File: src/rtl/cpu_types_pkg.sv
// rtl/cpu_types_pkg.sv - shared datapath types, including instruction cache frame and state types
package cpu_types_pkg;

  typedef logic [31:0] word_t;

  localparam int ICACHE_FRAMES = 16;

  // Tag field is sized for the smallest legal cache (2 frames); larger caches zero-extend.
  localparam int ICACHE_TAG_W = 29;

  typedef struct packed {
    logic                    valid;
    logic [ICACHE_TAG_W-1:0] tag;
    word_t                   data;
  } icache_frame_t;

  typedef enum logic {
    IDLE  = 1'b0,
    FETCH = 1'b1
  } icache_state_t;

endpackage

File: src/rtl/icache_direct.sv
// rtl/icache_direct.sv - direct-mapped read-only instruction cache; optional counters via ICACHE_STATS_EN
module icache_direct
  import cpu_types_pkg::*;
#(
  parameter int NFRAMES = ICACHE_FRAMES
) (
  input  logic        CLK,
  input  logic        nRST,
  input  logic        imemREN,
  input  logic [31:0] imemaddr,
  output logic        ihit,
  output word_t       imemload,
  output logic        iREN,
  output logic [31:0] iaddr,
  input  logic        iwait,
  input  word_t       iload,
  output logic [31:0] hit_count,
  output logic [31:0] miss_count
);

  localparam int IDX_W = $clog2(NFRAMES);
  localparam int TAG_W = 30 - IDX_W;

  icache_frame_t frames [NFRAMES];
  icache_state_t state;
  word_t         miss_addr;

  logic [IDX_W-1:0] req_idx;
  logic [TAG_W-1:0] req_tag;
  logic [IDX_W-1:0] miss_idx;
  logic [TAG_W-1:0] miss_tag;
  icache_frame_t    sel;

  assign req_idx  = imemaddr[IDX_W+1:2];
  assign req_tag  = imemaddr[31:IDX_W+2];
  assign miss_idx = miss_addr[IDX_W+1:2];
  assign miss_tag = miss_addr[31:IDX_W+2];
  assign sel      = frames[req_idx];

  assign ihit     = (state == IDLE) && imemREN && sel.valid
                    && (sel.tag == ICACHE_TAG_W'(req_tag));
  assign imemload = ihit ? sel.data : '0;

  // Memory-side request depends only on registered state, never on the fetch address.
  assign iREN  = (state == FETCH);
  assign iaddr = iREN ? miss_addr : '0;

  always_ff @(posedge CLK or negedge nRST) begin
    if (!nRST) begin
      state     <= IDLE;
      miss_addr <= '0;
      for (int i = 0; i < NFRAMES; i++) begin
        frames[i] <= '0;
      end
    end else begin
      case (state)
        IDLE: begin
          if (imemREN && !ihit) begin
            miss_addr <= imemaddr & 32'hFFFF_FFFC;
            state     <= FETCH;
          end
        end
        FETCH: begin
          // The fill uses the latched address even if the request was squashed meanwhile.
          if (!iwait) begin
            frames[miss_idx] <= '{valid: 1'b1, tag: ICACHE_TAG_W'(miss_tag), data: iload};
            state            <= IDLE;
          end
        end
        default: state <= IDLE;
      endcase
    end
  end

`ifdef ICACHE_STATS_EN
  logic [31:0] hit_cnt;
  logic [31:0] miss_cnt;

  always_ff @(posedge CLK or negedge nRST) begin
    if (!nRST) begin
      hit_cnt  <= '0;
      miss_cnt <= '0;
    end else begin
      if (ihit) begin
        hit_cnt <= hit_cnt + 32'd1;
      end
      if ((state == IDLE) && imemREN && !ihit) begin
        miss_cnt <= miss_cnt + 32'd1;
      end
    end
  end

  assign hit_count  = hit_cnt;
  assign miss_count = miss_cnt;
`else
  assign hit_count  = '0;
  assign miss_count = '0;
`endif

endmodule

File: config.mk
export PLATFORM = sky130hd
export DESIGN_NAME = icache_direct
export DESIGN_NICKNAME = d
export VERILOG_FILES = /design/src/rtl/cpu_types_pkg.sv /design/src/rtl/icache_direct.sv
export SDC_FILE = /design/constraint.sdc
export NUM_CORES = 1
export LEC_CHECK = 0
export ABC_AREA = 1
export CAP_MARGIN = 25
export CORE_MARGIN = 8
export CORE_UTILIZATION = 33
export DETAILED_ROUTE_END_ITERATION = 8
export PLACE_DENSITY_LB_ADDON = 0.1
export SETUP_SLACK_MARGIN = 0.3
export SYNTH_ARGS = -nofsm -noshare
export SYNTH_HDL_FRONTEND = slang
export SYNTH_SLANG_ARGS = --single-unit
File: constraint.sdc
create_clock -name CLK -period 2 [get_ports CLK]
set_input_delay 0.2 -clock CLK [delete_from_list [all_inputs] [get_ports CLK]]
set_output_delay 0.2 -clock CLK [all_outputs]
set_load 0.02 [all_outputs]
# After elaboration in Yosys (flattened, before gate mapping)
# Index checks and enable logic that the tools add are counted.
# W data, S select, Z words.
dict set report word_totals {
  ff_bits 1023
  elab_cells 77
}
dict set report classes {
  bitwise_logic 4
  eq_ne 1
  n_reduce_logical 8
  n_lt_le_gt_ge 3
  muxes 11
}
# cell n
set op_table {}
lappend op_table {{$bwmux W992} 1}
lappend op_table {{$bmux W62 S4} 1}
lappend op_table {{$demux W62 S4} 1}
lappend op_table {{$mux W62} 3}
lappend op_table {{$mux W32} 2}
lappend op_table {{$eq A29 B26 Y1} 1}
lappend op_table {{$ge A5 B5 Y1 const B} 2}
lappend op_table {{$not A4 Y5} 2}
lappend op_table {{$logic_and A1 B1 Y1} 5}
lappend op_table {{$lt A5 B1 Y1 const B} 1}
lappend op_table {{$reduce_and A2 Y1} 2}
lappend op_table {{$mux W1} 2}
lappend op_table {{$not A1 Y1} 2}
lappend op_table {{$pmux W1 S2} 1}
lappend op_table {{$logic_not A1 Y1} 1}

# Longest topological paths before layout
dict set report logic_depth {
  word_depth 10
  mapped_depth 21
  mapped_depth_nobuf 18
}

# Worst setup path after synthesis
# Ideal clock, no wire load.
dict set report synth_timing {
  path_kind {input to output}
  startpoint {input port imemaddr[2]}
  endpoint {output port imemload[10]}
  arrival_ns 1.970
  slack_ns -0.170
  path_stages 11
  path_cell_list {inv_2 > buf_4 > buf_2 > clkbuf_1 > buf_1 > nand2_1 > a221oi_1 > nor2_1 > nand2_1 > o31ai_1 > nor2_1}
}
dict set report synth_via {
  elab_chain_len 7
  word_cells_on_any_way 8
  cone_classes {eq/ne: 1; mux: 4; bitwise: 1; reduce/logical: 2}
}
# item line
set synth_lines {}
lappend synth_lines {{start: declaration} icache_direct.sv:10} ;# input logic [31:0] imemaddr,
lappend synth_lines {{$not A4 Y5 (not written as such) *} icache_direct.sv:38} ;# assign sel = frames[req_idx];
lappend synth_lines {{$bmux W62 S4 *} icache_direct.sv:38}
lappend synth_lines {{$mux W62 (not written as such) * (2 in series)} icache_direct.sv:38}
lappend synth_lines {{$eq A29 B26 Y1 / $logic_and A1 B1 Y1 (equally long branches)} {icache_direct.sv:41, icache_direct.sv:40}}
lappend synth_lines {{$logic_and A1 B1 Y1} icache_direct.sv:41} ;# && (sel.tag == ICACHE_TAG_W'(req_tag));
lappend synth_lines {{$mux W32 *} icache_direct.sv:42} ;# assign imemload = ihit ? sel.data : '0;
lappend synth_lines {{end: declaration} icache_direct.sv:12} ;# output word_t imemload,
# Mark *: on every way between the ends. The rest lies on a longest branch, timed or not. The select of a mux whose other input is x is not followed.

# Worst setup path after layout
dict set report layout_timing {
  startpoint {register frames[172] in the netlist's numbering}
  endpoint {output port imemload[27]}
}
dict set report layout_via {
  elab_chain_len 6
}
# item line
set layout_lines {}
lappend layout_lines {{start: declaration} icache_direct.sv:24} ;# icache_frame_t frames [NFRAMES];
lappend layout_lines {{start signal: indexed assignment} icache_direct.sv:66} ;# frames[miss_idx] <= '{valid: 1'b1, tag: ICACHE_TAG_W'(miss_tag), data: iload};
lappend layout_lines {{$bmux W62 S4} icache_direct.sv:38}
lappend layout_lines {{$mux W62 (not written as such) (2 in series)} icache_direct.sv:38}
lappend layout_lines {{$eq A29 B26 Y1} icache_direct.sv:41}
lappend layout_lines {{$logic_and A1 B1 Y1} icache_direct.sv:41}
lappend layout_lines {{$mux W32} icache_direct.sv:42}
# Every way passes these cells. The select of a mux whose other input is x is not followed.

==> summary.md <==
| Metric | Value |
|---|---|
| Reg clk slew, reported paths | `60 ps` |
| Synth area leader | `dfrtp_1` |
| CP max FO | `12` |
| Synth top area share | `54.4%` |
| Synth warnings | `0` |
| Max VDD drop | `0.000704 V` |
| HP Class | `in2reg` |
| Non-filler cells, final | `7679` |
| Initial DRC Count | `3563` |
| CTS Root Cell | `clkbuf_16` |
| Post-Syn Area per Cell | `about 8.1 sq um` |
| Slew @ Worst Pin | `901 ps` |
| Final Hold Vio Count | `0` |
| Final nets | `around 5900` |
| Setup WS pre-CTS | `-1500 ps` |
| Critical Path Source Type | `flip-flop` |
| Seq cells post-synth | `975` |
| FFs w/ async S/R, synth | `100%` |
| HPWL after DPL | `97900 microns` |
| Routed Wire Length | `172000 microns` |
| Cell internal pwr | `between 40 and 50 mW` |
| TritonRoute pass-1 iters | `5` |
| Wirelength per Cell | `22.4 microns` |
| Antenna viol nets, final | `0` |
| CP Capture Type | `output port` |
| Die Area | `148000 sq um` |
| Antenna violations before repair | `3` |
| Run status | `finished with violations` |
| Clock sinks | `around 980` |
| Final Max Slew Viols | `0` |
| Netlist Area Pre-Place | `44900 sq um` |
| Largest stage delay, worst path | `360 ps` |
| GRT overflow | `0` |
| Slew HR | `39.4%` |
| Unrepaired setup endpoints after global routing | `yes` |
| Post-synth top flop | `dfrtp_1` |
| Via Count | `39459` |
| PD cells | `1210 nW/um^2` |
| Critical path arrival | `3100 ps` |
| Placed insts | `7388` |
| DRC Markers | `0` |
| First-pass GRT wire length | `about 250000 microns` |
| Fin Clk Skew | `~36 ps` |
| H-tree depth | `3` |
| Area grow syn2layout | `27.3%` |
| Starting Density | `33.2%` |
| Die Wd | `385 microns` |
| Layout cells sized above 1 | `15.7%` |
| Max Root-Sink Buffers | `3` |
| IO Pins | `198` |
| TritonCTS buffer count | `112` |
| Critical path start-end classification | `reg2out` |
| Worst Path Buf+Inv | `5` |
| Cell variety after synth | `28` |
| Clk_lat worst skew | `730 ps` |
| Maxcap violations | `0` |
| Largest net degree at the start of global routing | `164` |
| Failing checks | `negative setup slack` |
| Worst EP required | `approximately 1800 ps` |
| Vias in the first global route | `37579` |
| Total GRT Usage | `21.5%` |
| # rows | `135` |
| Seq/Total Area, Yosys | `54.4%` |
| Buffers on Ports | `129` |
| Leakage | `around 27 nW` |
| Logic gate share of total power | `23.1%` |
| Worst path cell trace | `inv_2, a21oi_2, buf_4, o21ai_2, o211ai_1, nand3_1, nand3_2, nand4_1, nor2_1, nand3_1, nor2_2, nand2_4, buf_6, buf_12, nor2_4, buf_6` |
| Slowest cell on the critical path | `dfrtp_1` |
| Post-synth EDFFs | `0` |
| Clock share of power | `a little under a third` |
| Crit path max-delay family | `simple AND/OR/NAND/NOR gates` |
| Crit path time final | `3300 ps` |
| Final setup viols | `218` |
| CTS tree | `done` |
| DIE HEIGHT | `between 300 and 400 microns` |
| Largest cells by area after synthesis | `dfrtp_1 54%, nand2_1 15%, o21ai_0 11%, nand3_1 3.3%, clkbuf_1 2.9%` |
| Final WS setup | `-1300 ps` |
| Fin crit share | `165%` |
| Switch share | `about a third` |
| Via/cell ratio | `5.14` |
| Synth Instances | `5553` |
| Gp weighted congestion | `roughly 0.83` |
| Core Box Area | `135000 sq um` |
| Sequential power share | `between 40% and 50%` |
| Fmax | `303 MHz` |
| Switching Power | `about 22 mW` |
-- cells in the mapped netlist (2+ instances only) --
cell      number
clkinv_1       3
a21oi_1      243
nand3_1      296
o21ai_0     1002
a221oi_1     103
a311o_1       25
o31ai_1       30
inv_1        269
dfrtp_1      975
buf_4         75
buf_2         62
buf_6          3
nand2_1     1829
inv_2          3
nand4_1        6
or2_2          2
buf_1         36
clkbuf_1     350
o21ai_1       10
o211ai_1      35
o32ai_1        2
nor2_1       188
-- metrics by stage --
| step | total power [mW] | hold slack, ps | TNS, ps | instance area (sq um) | utilization, % |
|---|---|---|---|---|---|
| 6_report | 69.3 | 27.8 | -66460 | 57100 | 42.3 |
| 3_3_place_gp | 46.7 | 181 | -99100 | 50900 | 37.7 |
| 5_1_grt | 74.1 | 31.1 | -91700 | 57100 | 42.3 |
| 4_1_cts | 69.0 | -33.8 | -63600 | 55200 | 40.8 |
| 2_1_floorplan | 41.2 | -95.6 | -1110 | 45500 | - |
| 3_5_place_dp | 47.0 | 170 | -102020 | 50900 | 37.7 |
-- timing repair --
item,in CTS,in global routing
resized for setup,310,354
setup endpoints to repair,1039,1016
endpoints found under the hold margin,677,0
buffers inserted,7,30
cloned,5,33
pin swaps,12,20
hold buffers,6,0
-- placed cells by master, fill, tap and decap left out, types with 74 or more instances in the layout --
cell	instances
a21oi_1	242
a221oi_1	103
buf_12	120
buf_4	279
buf_6	74
clkbuf_16	138
dfrtp_1	973
inv_1	257
nand2_1	1724
nand3_1	285
nor2_1	149
o21ai_0	937
-- tightest hold or removal path, cell delays in order --
cell	delay (ps)
buf_4	140
buf_12	200
nand3_1	120
nand2_1	50
-- layout make-up --
type | count | area (sq um)
clock inverters | 37 | 515
inverters | 275 | 1060
flip-flops and latches | 975 | 24400
clock buffers | 171 | 3310
multi-input cells | 3847 | 18500
diodes | 2 | 5.00
fillers | 13518 | 78000
repair buffers | 591 | 7110
well taps | 1781 | 2230
-- final timing paths --
| path | from | slack, ps | cells past startpoint | end |
|---|---|---|---|---|
| hold / removal | imemaddr[5] | 30 | 4 | miss_addr[5] |
| setup / recovery | frames[172] | -1300 | 16 | imemload[27] |
| max in group asynchronous | nRST | 550 | 3 | frames[52] |
| min in group asynchronous | nRST | 300 | 3 | frames[415] |
| hold reg to reg | frames[309] | 450 | 2 | frames[309] |
| setup reg to reg | frames[172] | -720 | 23 | miss_addr[6] |
-- sequential cells by signal (all words and copies together), names as in the netlist --
register   count
iREN           1
frames       944
miss_addr     30
-- power groups by stage --
| stage | clock network [mW] | registers [mW] | logic, mW |
|---|---|---|---|
| after global routing | 22.6 | 32.9 | 18.6 |
| after CTS | 21.9 | 31.7 | 15.4 |
| after detailed placement | 0 | 31.9 | 15.1 |
| after global placement | 0 | 31.9 | 14.8 |
| final | 21.4 | 31.9 | 16.0 |
| after floorplan | 0 | 30.8 | 10.5 |
-- logic make-up after synthesis --
logic type,after synthesis,share of synthesized area (%)
AOI/OAI and AO/OA,1451,17.7
other,1,0.00836
DFF,975,54.4
and+or+nand+nor,2325,20.4
buffers and inverters,801,7.55
-- layer usage --
metal	share of wire, %	vias up	global-route usage (%)
li1	-	18672	-
met5	0.0076	-	0
met1	48	19506	31.2
met4	2.1	2	5.48
met2	44	1059	33.4
met3	5.8	220	3.39
Power figures use the tool's default switching activity.
